**src/rtl/bin2bcd_seq.sv**
```systemverilog
// -----------------------------------------------------------------------------
// bin2bcd_seq
//   Sequential binary-to-BCD converter (shift-and-add-3, one bit per clock).
//   A start pulse in IDLE captures bin_in; IN_W cycles later the packed BCD
//   result is loaded into bcd_out together with the overflow flag, and done
//   pulses for one cycle. bcd_out/overflow change only on a done edge or reset.
//
//   Optional feature macro: BIN2BCD_LEADING_BLANK_EN
//     defined   : leading zero digits above digit 0 are output as 4'hF (blank);
//                 reset value of bcd_out is F..F0.
//     undefined : leading zeros are output as 4'h0; reset value is all zeros.
//
//   Ports
//     clk      in   clock, rising edge
//     rst      in   asynchronous active-high reset
//     start    in   conversion request, sampled only in IDLE
//     bin_in   in   IN_W-bit unsigned value, captured on the accepted start edge
//     busy     out  high while a conversion is in progress
//     done     out  one-cycle pulse, bcd_out/overflow newly valid
//     bcd_out  out  packed BCD, digit 0 in bits [3:0]
//     overflow out  last accepted bin_in exceeded 10^DIGITS-1
//
//   Handshake: start is a level sampled at each rising edge while the FSM is
//   in IDLE (busy=0); a sampled 1 is an accepted request. There is no ready
//   back-pressure beyond busy: requests seen while busy are dropped.
// -----------------------------------------------------------------------------
module bin2bcd_seq #(
   parameter int IN_W   = 20,
   parameter int DIGITS = 6
) (
   input  logic                  clk,
   input  logic                  rst,
   input  logic                  start,
   input  logic [IN_W-1:0]       bin_in,
   output logic                  busy,
   output logic                  done,
   output logic [4*DIGITS-1:0]   bcd_out,
   output logic                  overflow
);

   localparam int BCD_W = 4 * DIGITS;
   localparam int CNT_W = (IN_W > 1) ? $clog2(IN_W) : 1;
   localparam logic [63:0] MAX_VAL = 64'(10 ** DIGITS) - 64'd1;
   localparam logic [BCD_W-1:0] ALL_NINES = {DIGITS{4'h9}};
`ifdef BIN2BCD_LEADING_BLANK_EN
   localparam logic [BCD_W-1:0] BCD_RST = {{(DIGITS-1){4'hF}}, 4'h0};
`else
   localparam logic [BCD_W-1:0] BCD_RST = '0;
`endif

   typedef enum logic {IDLE, CONV} state_t;

   state_t              state_q;
   logic [IN_W-1:0]     shift_q;
   logic [BCD_W-1:0]    scratch_q;
   logic [BCD_W-1:0]    scratch_d;
   logic [BCD_W-1:0]    adj;
   logic [CNT_W-1:0]    cnt_q;
   logic                ovf_next_q;

   // One double-dabble step: add 3 to digits >= 5, then shift in the next
   // binary MSB. The top scratch bit falls off; saturation covers that case.
   always_comb begin
      adj = scratch_q;
      for (int d = 0; d < DIGITS; d++) begin
         if (scratch_q[4*d +: 4] >= 4'd5)
            adj[4*d +: 4] = scratch_q[4*d +: 4] + 4'd3;
      end
      scratch_d = {adj[BCD_W-2:0], shift_q[IN_W-1]};
   end

   // Final digit pattern for the output register: saturated value or the
   // converted digits, optionally with leading zeros blanked.
   function automatic logic [BCD_W-1:0] format_result(input logic [BCD_W-1:0] s,
                                                      input logic sat);
      logic [BCD_W-1:0] r;
`ifdef BIN2BCD_LEADING_BLANK_EN
      logic lead;
`endif
      r = sat ? ALL_NINES : s;
`ifdef BIN2BCD_LEADING_BLANK_EN
      lead = 1'b1;
      for (int d = DIGITS - 1; d >= 1; d--) begin
         if (lead && (r[4*d +: 4] == 4'h0))
            r[4*d +: 4] = 4'hF;
         else
            lead = 1'b0;
      end
`endif
      return r;
   endfunction

   always_ff @(posedge clk or posedge rst) begin
      if (rst) begin
         state_q    <= IDLE;
         shift_q    <= '0;
         scratch_q  <= '0;
         cnt_q      <= '0;
         ovf_next_q <= 1'b0;
         busy       <= 1'b0;
         done       <= 1'b0;
         bcd_out    <= BCD_RST;
         overflow   <= 1'b0;
      end else begin
         done <= 1'b0;
         case (state_q)
            IDLE: begin
               if (start) begin
                  shift_q    <= bin_in;
                  scratch_q  <= '0;
                  cnt_q      <= '0;
                  ovf_next_q <= (64'(bin_in) > MAX_VAL);
                  busy       <= 1'b1;
                  state_q    <= CONV;
               end
            end
            CONV: begin
               scratch_q <= scratch_d;
               shift_q   <= shift_q << 1;
               cnt_q     <= cnt_q + 1'b1;
               if (cnt_q == CNT_W'(IN_W - 1)) begin
                  bcd_out  <= format_result(scratch_d, ovf_next_q);
                  overflow <= ovf_next_q;
                  done     <= 1'b1;
                  busy     <= 1'b0;
                  state_q  <= IDLE;
               end
            end
            default: state_q <= IDLE;
         endcase
      end
   end

endmodule

```
**config.mk**
```make
export PLATFORM = sky130hd
export DESIGN_NAME = bin2bcd_seq
export DESIGN_NICKNAME = d
export VERILOG_FILES = /design/src/rtl/bin2bcd_seq.sv
export SDC_FILE = /design/constraint.sdc
export NUM_CORES = 1
export LEC_CHECK = 0
export CAP_MARGIN = 40
export CORE_MARGIN = 2
export CORE_UTILIZATION = 43
export CTS_CLUSTER_DIAMETER = 30
export DETAILED_ROUTE_END_ITERATION = 8
export DONT_BUFFER_PORTS = 1
export SLEW_MARGIN = 20
export SYNTH_ARGS = -nofsm -noshare
export SYNTH_HDL_FRONTEND = slang
export SYNTH_SLANG_ARGS = --single-unit
```
**constraint.sdc**
```tcl
create_clock -name clk -period 2.6 [get_ports clk]
set_clock_uncertainty 0.2 [all_clocks]
set_input_delay 0.52 -clock clk [delete_from_list [all_inputs] [get_ports clk]]
set_output_delay 0.52 -clock clk [all_outputs]
set_load 0.005 [all_outputs]
```
==> After elaboration in Yosys (flattened, before gate mapping) <==
Cells that the tools add are included.
{ "op_classes": {"addsub": 7, "mul": 0, "n_div": 0, "order_cmp": 7, "n_eq_ne": 3, "shifts": 0, "muxes": 21, "bitwise_logic": 1, "n_reduce_logical": 3} }
{ "op_table": {"columns": ["operator", "n"], "rows": [
  ["2-to-1 mux 24 bit", 2],
  ["case mux 24 bit (2 select lines)", 1],
  ["case mux 20 bit (2 select lines)", 1],
  [">= comparator 4 x 3 -> 1 bit (second input constant)", 6],
  ["adder 4 x 2 -> 4 bit (second input constant)", 5],
  ["> comparator 20 bit (second input constant)", 1],
  ["2-to-1 mux 20 bit", 1],
  ["2-to-1 mux 4 bit", 5],
  ["case mux 5 bit (2 select lines)", 1],
  ["2-to-1 mux 1 bit", 6],
  ["AND reduction 2 bit", 3],
  ["adder 5 x 1 -> 5 bit (second input constant)", 1],
  ["equality test 5 bit (second input constant)", 1],
  ["2-to-1 mux 5 bit", 1],
  ["case mux 1 bit (2 select lines)", 2],
  ["adder 3 x 2 -> 3 bit (second input constant)", 1],
  ["2-to-1 mux 3 bit", 1],
  ["!= test 2 x 1 -> 1 bit (second input constant)", 1],
  ["!= test 2 bit (second input constant)", 1],
  ["inverter 1 bit", 1]
]} }
{ "word_totals": {"regBits": 78, "latch_bits": 0, "ramBits": 0, "rom_bits": 0, "in_bits": 23, "out_inout_bits": 27, "elab_cells": 51, "mem_count": 0} }

==> Logic depth before layout (Yosys ltp) <==
Gate-level depths: netlist of run 1.
{ "depth": {"ltp_word": 3, "depth_mapped": 8, "ltp_nobuf": 6} }

==> Worst setup path before layout of run 1 <==
Ideal clock, no wire load.
{ "synth_path": {"kind": "reg-to-reg", "startpoint": "register cnt_q[0]", "endpoint": "register bcd_out[9]", "setup_time_ns": 0.121, "arrival_ns": 1.597, "slack_ns": 0.682, "stages_incl_launch_ff": 7, "n_path_buf": 2, "period_less_slack_ns": 1.918, "cell_sequence": "dfrtp_1 ha_1 nand2_2 or4b_4 buf_6 buf_6 a22o_1"} }
{ "synth_between": {"elab_chain_len": 2} }
{ "synth_rtl": {"columns": ["item", "line_no", "source"], "rows": [
  ["start, declared", "58", "logic [CNT_W-1:0] cnt_q;"],
  ["start signal, assigned", "120", "cnt_q <= cnt_q + 1'b1;"],
  ["equality test 5 bit", "121", "if (cnt_q == CNT_W'(IN_W - 1)) begin"],
  ["AND reduction 2 bit (no line)", null, null],
  ["end signal, assigned", "122", "bcd_out <= format_result(scratch_d, ovf_next_q);"],
  ["end, declared", "37", "output logic [4*DIGITS-1:0] bcd_out,"]
]} }
No other way between the ends.
A chain may end at the register's enable or synchronous reset.

==> Worst setup path after layout of run 1 <==
{ "layout_path": {"startpoint": "register cnt_q[0]", "endpoint": "register bcd_out[23]"} }
Same word-level chain as after synthesis.

==> impl_metrics.toml, run 1 <==
[floorplanning]
die-area_mm2 = 0.00964
io_pins = 50
die_x_um = 98.2
core_mm2 = 0.00868
die_h_um = 98.2
start_util_pct = 43.9
rows = 34

[synthesis]
syn_nets = 405
ys_types = 33
synth_area_mm2 = 0.00381
syn_area_per_cell_um2 = 10.3
ys_seq_area_share_pct = 51.2
yosys_warnings = 0
synth_seq_cells = 78
postSynthCellCount = 369

[route]
drt_pre_antenna_iters = 4
drc = 0
wl_per_cell_um = 15.9
viasPerCell = 5.52
drtAntennaViolNets = 0
wl_um = 7590
dr_total_vias = 2626
drtIter0Drc = 61

[timing]
timing.slew.headroom_pct = 56.8
tightest_slew_ps = 645
period_needed_ps = 2230
final_hold_viol_count = 0
setup-tns-final_ps = 0
fmax_mhz = 449
drv_slew = 0
post-route-period-util_pct = 85.6
fin_hold_ws_ps = 53.2
setup_viol = 0
grt_setup_unrepaired = "no"

[place]
place_congestion = 0.729
dp_hpwl_um = 4870
numPortBuffers = 0

[final_layout]
nets = 399
final_common_cell = "dfrtp_1"
most-common-layout-cells = "77 x dfrtp_1, 41 x nand2_1, 34 x o21ai_0"
antenna_cells = 0
regArea_mm2 = 0.00195
fillers = 823
fin_util_pct = 47.0
areaGrowthSynthToFinish_pct = 7.02
layout-drive-gt1-share_pct = 6.79
multi_input_area_mm2 = 0.00169

[worst_setup_path]
cp.required_ps = 2650
path_max_fanout = 21
reg2reg_from = "cnt_q[0]"
r2r_end = "bcd_out[23]"
crit_arrival_ps = 2280
cp-end-kind = "flop"
startpoint = "cnt_q[0]"
startpoint_type = "flop"
ff2ff_setup_slack_ps = 370
crit_type = "flop to flop"
r2r_cells = 6

[global_routing]
grt_pass1_wl_um = 12900
grt_pass1_vias = 2541
grt_antenna_before_repair = 0
grt_use_total_pct = 16.9
grt_max_degree = 79
grt.overflow.total = 0

[clock_tree]
post_cts_buffers = 0
root_buffer = "clkbuf_8"
cts_buffer_depth = 2
cts_sinks = 78
clk_pin_slew_ps = 90
cts_tree = "done"
numCtsBuffers = 9
htree_levels = 3
cts_resized = 0
clk_latency_ps = 350

[min_path]
hold_path_depth = 1
min_to = "scratch_q[0]"
hold_path_class = "input pin to flop"
min-delay-start = "start"

[power]
power_density_mw_per_mm2 = 1240
power_leakage_uw = 0.00190
peakVddDrop_mv = 0.401

[run]
maxCapViolCount = 0

[outcome]
outcome = "complete, no violations"
==> flip-flops by register name, summed over array words and instances, names as in the netlist <==
register,cells
busy,1
overflow,1
scratch_q,24
bcd_out,24
shift_q,20
state_q,1
cnt_q,5
done,1
ovf_next_q,1
==> Yosys cell counts <==
library cell	instances	area [um^2]
a31oi_1	5	31.3
a22o_1	13	114
buf_2	1	5.00
o22a_1	1	8.76
nor2_1	19	71.3
o41ai_1	1	8.76
ha_1	13	163
nor2_8	1	20.0
buf_6	4	45.0
inv_1	13	48.8
or4b_4	1	13.8
mux2i_1	32	320
dfrtp_1	78	1950
xnor2_1	8	70.1
nor3_1	7	35.0
mux2_2	1	11.3
or4_1	1	7.51
nand2_2	1	6.26
nor2b_1	1	6.26
nor3b_1	17	128
nand2b_1	15	93.8
nand3_1	7	35.0
buf_1	1	3.75
o31a_1	1	8.76
o21ai_0	34	170
nand2_1	41	154
inv_2	1	3.75
clkbuf_1	13	48.8
nand4_1	1	6.26
a21o_1	12	90.1
buf_4	2	15.0
a21oi_1	22	110
o31ai_1	1	7.51
==> worst max-delay path by stage <==
stage / end / slack (ps) / cells after the start
global placement: bcd_out[23] / 390 / 6
floorplan: bcd_out[9] / 680 / 6
detailed placement: bcd_out[23] / 350 / 6
finish: bcd_out[23] / 370 / 6
CTS: bcd_out[23] / 350 / 6
global route: bcd_out[23] / 230 / 6
==> critical path: stages (launching register included) <==
cell and delay (ps):
dfrtp_1 380, ha_1 210, nand2_2 70, or4b_4 680, inv_2 330, nand2_1 90
o22a_1 180
==> area by class of cell <==
type	count	area share (%)
flip-flops and latches	78	47.9
multi-input cells	256	41.4
clock buffers	11	3.47
repair buffers	4	1.10
well taps	108	3.31
inverters	14	1.38
clock inverters	5	1.44
==> cell families (layout without fill, tap and decap cells) <==
group,count (synthesis),in the layout,synth area share [%]
AOI/OAI and AO/OA,90,90,14.4
xor gates and xnor gates,8,8,1.84
adders and majority gates,13,13,4.27
buffers and inverters,35,34,4.46
DFF,78,78,51.2
muxes,33,33,8.70
and+or+nand+nor,112,112,15.1
==> where the power goes <==
part,internal [uW],switching [uW]
Sequential,1760,492
Clock,470,451
Combinational,905,972
==> per-layer routing <==
metal,GRT usage [%],vias up,wire length (um)
li1,-,1276,-
met4,6.95,0,143
met5,0,-,0
met2,25.7,55,3410
met3,5.23,11,402
met1,22.6,1284,3640
==> per-stage QoR <==
stage                     total power [uW]  instances  setup slack (ps)  cell area [um^2]
after floorplan                       3740        369               682              3820
after detailed placement              4160        459               349              3870
after CTS                             5120        476               350              4080
after global routing                  5480        476               233              4080
after global placement                4080        459               387              3870
final                                 5050        476               374              4080
==> timing repair <==
action / in CTS / in global routing
hold buffers: 1 / 0
hold endpoints to repair: 78 / 0
setup endpoints to repair: 0 / 0
No activity file was read; power rests on OpenSTA's default activity.
==> inputs of run 2 (changes only) <==
Settings changed: CORE_ASPECT_RATIO set to 0.75, RECOVER_POWER set to 100.
==> impl_metrics.toml, run 2 (same netlist as run 1, synthesis figures left out) <==
[clock_tree]
htree_levels = 3
post_cts_buffers = 0
cts_sinks = 78
root_buffer = "clkbuf_16"
clk_latency_ps = 340
cts_buffer_depth = 2
clk_pin_slew_ps = 60
numCtsBuffers = 9
cts_tree = "done"

[floorplanning]
start_util_pct = 44.7
core_mm2 = 0.00853
io_pins = 50
rows = 29
die-area_mm2 = 0.00964
die_h_um = 85.5
die_x_um = 113

[power]
seqPwrFrac_pct = 42.8
p_clk_share_pct = 22.2
combPwrFrac_pct = 35.0
power_leakage_uw = 0.00194
power.total_uw = 5300
p_int_uw = 3370
p_sw_uw = 1930
power_density_mw_per_mm2 = 1280
power.share.switching_pct = 36.5
peakVddDrop_mv = 0.593

[place]
numPortBuffers = 0
dp_hpwl_um = 4950
place_congestion = 0.728
dp.cells = 459
placed_cell_area_mm2 = 0.00387

[worst_setup_path]
crit_arrival_ps = 2250
cp.required_ps = 2590
worstPathCellList = "ha_1 > nand2_2 > or4b_4 > nor2_4 > a21oi_1"
worst_path_max_delay_cell = "or4b_4"
crit_type = "flop to flop"
critical_path_buf_inv_count = 0
startpoint_type = "flop"
path_delay_family = "simple AND/OR/NAND/NOR gates"
path_max_fanout = 17
slowest_delay_ps = 680
cp-end-kind = "flop"

[final_layout]
most-common-layout-cells = "77 x dfrtp_1, 41 x nand2_1, 34 x o21ai_0"
antenna_cells = 0
nets = 399
areaGrowthSynthToFinish_pct = 8.30
layout-drive-gt1-share_pct = 6.28
fillers = 772
final_common_cell = "dfrtp_1"
final_area_mm2 = 0.00413
instances_no_fill = 474
largestRegisters = "bcd_out: 24 flops, scratch_q: 24 flops, shift_q: 20 flops"

[route]
drt_pre_antenna_iters = 5
drtAntennaViolNets = 0
wl_per_cell_um = 16.5
drc = 0
dr_total_vias = 2573
drtIter0Drc = 193
viasPerCell = 5.43
wl_um = 7840

[timing]
final_hold_viol_count = 0
post-route-period-util_pct = 86.7
timing.slew.headroom_pct = 26.9
period_needed_ps = 2250
setup-tns-final_ps = 0
tightest_slew_ps = 1100
fmax_mhz = 444
setup_viol = 0
grt_setup_unrepaired = "no"
drv_slew = 0

[global_routing]
grt_pass1_vias = 2548
grt_max_degree = 79
grt.overflow.total = 0
grt_use_total_pct = 17.4
grt_pass1_wl_um = 13100
grt_antenna_before_repair = 0

[outcome]
outcome = "complete, no violations"

[run]
maxCapViolCount = 0

[min_path]
hold_path_class = "input pin to flop"
run 2: changes by cell type in the layout (fill, tap and decap cells not counted), moves of 2 or more:
cell,previous run,this run
clkbuf_2,0,2
clkinvlp_4,3,1
clkbuf_16,0,9
buf_4,2,0
clkbuf_8,10,3
run 2: timing repair:
item,CTS,global route
resized for setup,0,0
hold endpoints to repair,55,0
hold buffers,1,0
run 2: layout make-up:
cell class	count	area, um^2	share of cell area [%]
Inverter	14	56.3	1.36
Tap cell	108	135	3.27
Clock buffer	13	270	6.55
Timing Repair Buffer	4	27.5	0.667
Clock inverter	1	5.00	0.121
Sequential cell	78	1950	47.3
Multi-Input combinational cell	256	1680	40.7
run 2: layer usage:
metal	global-route usage (%)	share of wire (%)	vias to the layer above
met5	0	0	-
met4	7.10	1.8	0
met3	6.36	6.3	12
met2	25.3	43	63
met1	23.7	49	1223
li1	-	-	1275
run 2: path summary, 6_finish.rpt:
| path | start | endpoint | slack (ps) | depth (start not counted) |
|---|---|---|---|---|
| setup / recovery | cnt_q[0] | bcd_out[12] | 350 | 5 |
| hold / removal | start | scratch_q[0] | 70 | 1 |
| setup reg to reg | cnt_q[0] | bcd_out[12] | 350 | 5 |
| hold reg to reg | shift_q[1] | shift_q[2] | 280 | 2 |
| max in group asynchronous | rst | state_q | 600 | 3 |
| min in group asynchronous | rst | scratch_q[4] | 860 | 3 |
run 2: worst reg2reg max path, stage by stage (launching register included):
cell,delay (ps)
dfrtp_1,370
ha_1,220
nand2_2,70
or4b_4,680
nor2_4,450
a21oi_1,130
run 2: metrics by stage:
| stage | worst slack (ps) | hold WS (ps) | utilization (%) |
|---|---|---|---|
| final | 345 | 70.4 | 48.4 |
| after CTS | 320 | 55.8 | 48.7 |
| after global placement | 387 | 264 | 45.4 |
| after floorplan | 682 | 249 | - |
| after global routing | 237 | 53.6 | 48.4 |
| after detailed placement | 325 | 269 | 45.4 |
run 2: power by group through the flow:
stage                     sequential (uW)  combinational, uW  clock (uW)
final                                2270               1860        1180
after global routing                 2350               2130        1260
after CTS                            2280               1890        1200
after detailed placement             2290               1880           0
after global placement               2270               1800           0
after floorplan                      2100               1640           0
